File: src/rtl/pre_mix_seq.sv
// Sequential header pre-mix: captures a block of words, XOR-folds it LANES words per
// cycle into a mix term, then returns every word XORed with it. Optional macro: PRE_MIX_ROT_EN.
module pre_mix_seq #(
  parameter int WORD_W    = 32,
  parameter int NUM_WORDS = 20,
  parameter int LANES     = 4,
  parameter int ROT       = 7
) (
  input  logic                          clk,
  input  logic                          rst_n,
  input  logic [NUM_WORDS*WORD_W-1:0]   in_data,
  input  logic                          in_valid,
  output logic                          in_ready,
  output logic [NUM_WORDS*WORD_W-1:0]   out_data,
  output logic                          out_valid,
  input  logic                          out_ready,
  output logic [WORD_W-1:0]             mix_word,
  output logic                          busy
);

  // state | meaning
  // IDLE  | waiting for a block; in_ready high
  // FOLD  | XOR-folding LANES buffered words into acc per cycle
  // APPLY | registering buf ^ mix term into out_data / mix_word
  // HOLD  | out_valid high until the consumer takes the result

  localparam int F     = NUM_WORDS / LANES;
  localparam int IDX_W = (F > 1) ? $clog2(F) : 1;
  localparam int BLK_W = NUM_WORDS * WORD_W;

  if (LANES < 1 || (NUM_WORDS % LANES) != 0) begin : g_bad_lanes
    $error("pre_mix_seq: NUM_WORDS must be a non-zero multiple of LANES");
  end

  if (ROT < 1 || ROT > WORD_W - 1) begin : g_bad_rot
    $error("pre_mix_seq: ROT must lie in 1..WORD_W-1");
  end

  typedef enum logic [1:0] {
    IDLE  = 2'd0,
    FOLD  = 2'd1,
    APPLY = 2'd2,
    HOLD  = 2'd3
  } state_t;

  state_t             state_q, state_d;
  logic [BLK_W-1:0]   buf_q;
  logic [BLK_W-1:0]   out_data_q;
  logic [WORD_W-1:0]  acc_q;
  logic [WORD_W-1:0]  mix_q;
  logic [IDX_W-1:0]   idx_q;
  logic [WORD_W-1:0]  lane_xor;
  logic [WORD_W-1:0]  mix_term;
  logic               last_fold;
  logic               load_en;
  logic               fold_en;
  logic               apply_en;

  assign last_fold = (idx_q == IDX_W'(F - 1));

  // XOR of the LANES words selected by the current fold index
  always_comb begin
    lane_xor = '0;
    for (int l = 0; l < LANES; l++) begin
      lane_xor = lane_xor ^ buf_q[(int'(idx_q) * LANES + l) * WORD_W +: WORD_W];
    end
  end

`ifdef PRE_MIX_ROT_EN
  assign mix_term = acc_q ^ ((acc_q << ROT) | (acc_q >> (WORD_W - ROT)));
`else
  assign mix_term = acc_q;
`endif

  always_ff @(posedge clk or negedge rst_n) begin
    if (!rst_n) begin
      state_q <= IDLE;
    end else begin
      state_q <= state_d;
    end
  end

  always_comb begin
    state_d   = state_q;
    load_en   = 1'b0;
    fold_en   = 1'b0;
    apply_en  = 1'b0;
    in_ready  = 1'b0;
    out_valid = 1'b0;
    busy      = 1'b1;
    case (state_q)
      IDLE: begin
        busy     = 1'b0;
        in_ready = rst_n;
        if (in_valid) begin
          load_en = 1'b1;
          state_d = FOLD;
        end
      end
      FOLD: begin
        fold_en = 1'b1;
        if (last_fold) begin
          state_d = APPLY;
        end
      end
      APPLY: begin
        apply_en = 1'b1;
        state_d  = HOLD;
      end
      HOLD: begin
        out_valid = 1'b1;
        if (out_ready) begin
          state_d = IDLE;
        end
      end
      default: begin
        state_d = IDLE;
      end
    endcase
  end

  always_ff @(posedge clk or negedge rst_n) begin
    if (!rst_n) begin
      buf_q      <= '0;
      acc_q      <= '0;
      idx_q      <= '0;
      out_data_q <= '0;
      mix_q      <= '0;
    end else begin
      if (load_en) begin
        buf_q <= in_data;
        acc_q <= '0;
        idx_q <= '0;
      end
      if (fold_en) begin
        acc_q <= acc_q ^ lane_xor;
        idx_q <= idx_q + IDX_W'(1);
      end
      if (apply_en) begin
        out_data_q <= buf_q ^ {NUM_WORDS{mix_term}};
        mix_q      <= mix_term;
      end
    end
  end

  assign out_data = out_data_q;
  assign mix_word = mix_q;

endmodule

File: config.mk
export PLATFORM = sky130hd
export DESIGN_NAME = pre_mix_seq
export DESIGN_NICKNAME = d
export VERILOG_FILES = /design/src/rtl/pre_mix_seq.sv
export SDC_FILE = /design/constraint.sdc
export NUM_CORES = 2
export LEC_CHECK = 0
export ABC_AREA = 1
export CAP_MARGIN = 0
export CORE_AREA = 3 3 510 512
export CTS_CLUSTER_SIZE = 24
export DETAILED_ROUTE_END_ITERATION = 8
export DIE_AREA = 0 0 513 515
export PLACE_DENSITY_LB_ADDON = 0.15
export SYNTH_ARGS = -nofsm -noshare
export SYNTH_HDL_FRONTEND = slang
export SYNTH_SLANG_ARGS = --single-unit
File: constraint.sdc
create_clock -name clk -period 2.8 [get_ports clk]
set_input_delay 0.56 -clock clk [delete_from_list [all_inputs] [get_ports clk]]
set_output_delay 0.56 -clock clk [all_outputs]
set_load 0.05 [all_outputs]
==> out/qor.log <==
[clock_tree] TritonCTS buffer count 165
[placement] IO buf count 1318
[sta] unrepaired setup endpoints after global routing false
[setup_path] delay of the slowest cell on the worst path 0.88 ns
[sta] Final Slew Violations 0
[setup_path] critical path class reg2out
[sta] Period Utilization, post-route 97.68%
[synth] adder-cell share of the synthesized area 0.1401%
[route] Iteration-0 DRC Markers 5118
[power_and_ir_drop] Leak Pwr 39.00 nW
[die] Die H 515 um
[placement] estimated wirelength of the detail-placed design 285.6 mm
[hold_path] endpoint of the worst hold-timing path buf_q[75]
[sta] setup-violating endpoint count in the final report 0
[clock_tree] maximum buffer depth of the clock tree 3
[cells_and_area] Layout area overhead 37.29%
[synth] Avg Synthesized Cell Area 8.303 um2
[setup_path] standard cell with the maximum stage delay on the critical path sky130_fd_sc_hd__clkdlybuf4s50_1
[sta] total negative setup slack 0 ns
[setup_path] Register-to-Register Setup Slack 0.14 ns
[route] Remaining DRCs 0
[synth] Post-Syn Area 62530 um2
[synth] compound-cell area share of the yosys netlist 7.924%
[synth] cell count after synthesis 7531
[synth] Seq/Total Area, Yosys 53.99%
[sta] final hold violations 0
[setup_path] Critical Path Sink Type output port
[setup_path] required time at the endpoint of the critical path 2.24 ns
[clock_tree] Clk Latency, worst-skew pair 0.83 ns
[sta] Relative slew margins 21.67%
[clock_tree] Post-CTS Setup Repair Bufs 0
[synth] fraction of synthesized cell area in xor and xnor cells 9.021%
[synth] synthesis-stage register bit count 1349
[route] first-pass detailed-route iteration total 9
[setup_path] worst r2r path cells 9
[setup_path] chain of cells forming the critical path clkdlybuf4s50_1
[route] Vias/cell 4.653
[placement] Post-Place Setup Slack 0.1818 ns
[route] wire length per cell after detailed routing 29.91 um
[sta] slew of the pin with the lowest slew margin 1.175 ns
[setup_path] maximum fanout encountered on the critical timing path 2
[placement] GP Congestion 0.9179
[synth] nets in the synthesized netlist 8182
[global_routing] total track usage 27.02%
[run] max-cap check violation count 0
[setup_path] data arrival time of the worst path 2.18 ns
[route] wire length after detailed routing 366.5 mm
[synth] area share of and/or/nand/nor cells after synthesis 23.75%
[route] post-detailed-route count of antenna-violating nets 0
[die] total I/O pin count 1319
[power_and_ir_drop] maximum vdd ir drop 0.0009057 V
[synth] post-synth top area cell sky130_fd_sc_hd__dfrtp_1
[die] number of core rows 186
[setup_path] capturing point of the worst reg2reg path acc_q[21]
[synth] main combinational cell family by area after synthesis simple AND/OR/NAND/NOR gates
[setup_path] Worst setup SP type flip-flop
[synth] portion of netlist area occupied by mux cells 0%
[setup_path] count of buffer and inverter cells on the critical path 1
[clock_tree] clock tree from TritonCTS done
[synth] leading post-synthesis cells by cell area sky130_fd_sc_hd__dfrtp_1, sky130_fd_sc_hd__nand2_1, sky130_fd_sc_hd__xnor2_1
[global_routing] pin count of the biggest net entering global routing 167
[hold_path] Hold Path Origin in_data[75]
[die] effective utilization at floorplan 24.40%
[hold_path] type of the worst min-delay path in2reg
[die] die footprint 264200 um2
[sta] shortest clock period the worst path allows after layout 2.735 ns
[sta] hold slack final 0.2657 ns
[synth] number of warnings issued by yosys 0
[synth] fraction of post-synthesis cell area in the top cell type by area 53.99%
[global_routing] wire length of the first global-routing pass 495.9 mm
[outcome] status finished clean
[sta] Max Clock Skew 0.03603 ns
[cells_and_area] final layout net count 9368
[sta] highest achievable clock rate 0.3656 GHz
[cells_and_area] fillers 26.71k
[clock_tree] number of H-tree levels 4
[clock_tree] root buffer cell sky130_fd_sc_hd__clkbuf_16
[power_and_ir_drop] PwrDens 1590 nW/um2
[global_routing] global-route congestion overflow total 0
[synth] number of distinct library cell variants in the gate-level netlist after synthesis 26
[global_routing] initial antenna violation count 42
[global_routing] number of global-route vias before repair 58.05k
[setup_path] source of the worst register-to-register timing path idx_q[0]
[cells_and_area] most frequent cells in the layout sky130_fd_sc_hd__nand2_1, sky130_fd_sc_hd__dfrtp_1, sky130_fd_sc_hd__clkdlybuf4s50_1, sky130_fd_sc_hd__o21ai_0, sky130_fd_sc_hd__xnor2_1
[route] via count 57.01k
[setup_path] top cell family by delay on the critical path buffers and inverters
[die] die outline width 513 um
[clock_tree] clock input transition at the sequential cells of the worst setup and hold paths 0.06 ns
[clock_tree] sinks on the clock net 1349
[hold_path] Worst Hold Depth 3
[die] core outline area 256200 um2
[cells_and_area] most common cell after layout, fill and taps aside sky130_fd_sc_hd__nand2_1
[cells_and_area] share of cells above drive strength 1 6.422%
[sta] worst path setup slack after routing 0.06487 ns
## stage by stage
step / util [%] / area (um2) / instances / total power [mW]
global placement: 31.30 / 80200 / 11930 / 114.8
global route: 33.49 / 85820 / 12240 / 144.1
detailed placement: 31.30 / 80200 / 11930 / 115.1
finish: 33.50 / 85840 / 12250 / 136.5
CTS: 33.48 / 85780 / 12230 / 138.2
floorplan: - / 62530 / 7531 / 80.07
## cell type report
type,instances,area (um2),share of cell area [%]
Antenna cell,24,60.06,0.06996
Clock buffer,249,4878,5.683
Sequential cell,1349,33810,39.38
Multi-Input combinational cell,5399,25550,29.76
Timing Repair Buffer,1542,15580,18.15
Tap cell,3384,4234,4.932
Clock inverter,45,715.7,0.8337
Inverter,260,1013,1.181
## layer usage
metal	track usage [%]	part of all wire (%)
met2	49.45	52
met5	0	0.028
met1	29.69	37
met4	13.23	5.4
met3	5.318	5.7
## synthesized netlist by cell type (all sizes together)
library cell and instances:
a21boi 1, a21oi 38, a31oi 1, buf 170, clkbuf 353, dfrtp 1349
ha 7, inv 260, nand2 3249, nand3 496, nand3b 4, nand4 14
nor2 11, nor3 1, o211ai 32, o21ai 900, o22ai 1, xnor2 643
xor2 1
## state kept, by name, indices dropped and copies added, names as in the netlist
register and cells:
acc_q 32, mix_word 32, buf_q 640, state_q 2, idx_q 3, out_data 640
## report_power, final
group          internal (mW)  total [mW]  leakage (nW)  switching [mW]
sequential              28.9        42.2          16.8            13.3
clock                   13.2        22.6          2.72            9.40
combinational           23.4        71.7          19.5            48.3
## logic make-up after synthesis
group                      count (synthesis)
adders and majority gates                  7
xor gates and xnor gates                 644
and+or+nand+nor                         3775
buffers and inverters                    783
AOI/OAI and AO/OA                        973
DFF                                     1349
## worst max path at each step
stage                             start       endpoint  slack (ns)  cells after the start
after floorplan              state_q[0]   mix_word[12]        0.99                      8
after global placement         idx_q[0]      acc_q[11]        0.17                     10
after detailed placement       idx_q[0]      acc_q[21]        0.18                      9
after CTS                 out_data[413]  out_data[413]       0.001                      1
after global routing        mix_word[4]    mix_word[4]      0.0008                      1
final                     out_data[322]  out_data[322]        0.06                      1
## timing repair
item / CTS / global route
endpoints found under the hold margin: 129 / 0
resized for setup: 24 / 3
endpoints found under the setup margin: 24 / 3
gates cloned: 0 / 0
hold buffers: 1 / 0
## worst reg2reg max path, cell delays in order (launching register included)
cell and delay (ns):
sky130_fd_sc_hd__dfrtp_4 0.59, sky130_fd_sc_hd__buf_12 0.22, sky130_fd_sc_hd__o211ai_1 0.88, sky130_fd_sc_hd__nand3_1 0.34
sky130_fd_sc_hd__nand2_1 0.14, sky130_fd_sc_hd__nand3_1 0.08, sky130_fd_sc_hd__nand2_1 0.09, sky130_fd_sc_hd__nand3_1 0.08
sky130_fd_sc_hd__nand3_1 0.09, sky130_fd_sc_hd__nand2_1 0.05
Note: power is estimated with default switching activity, not from simulation.
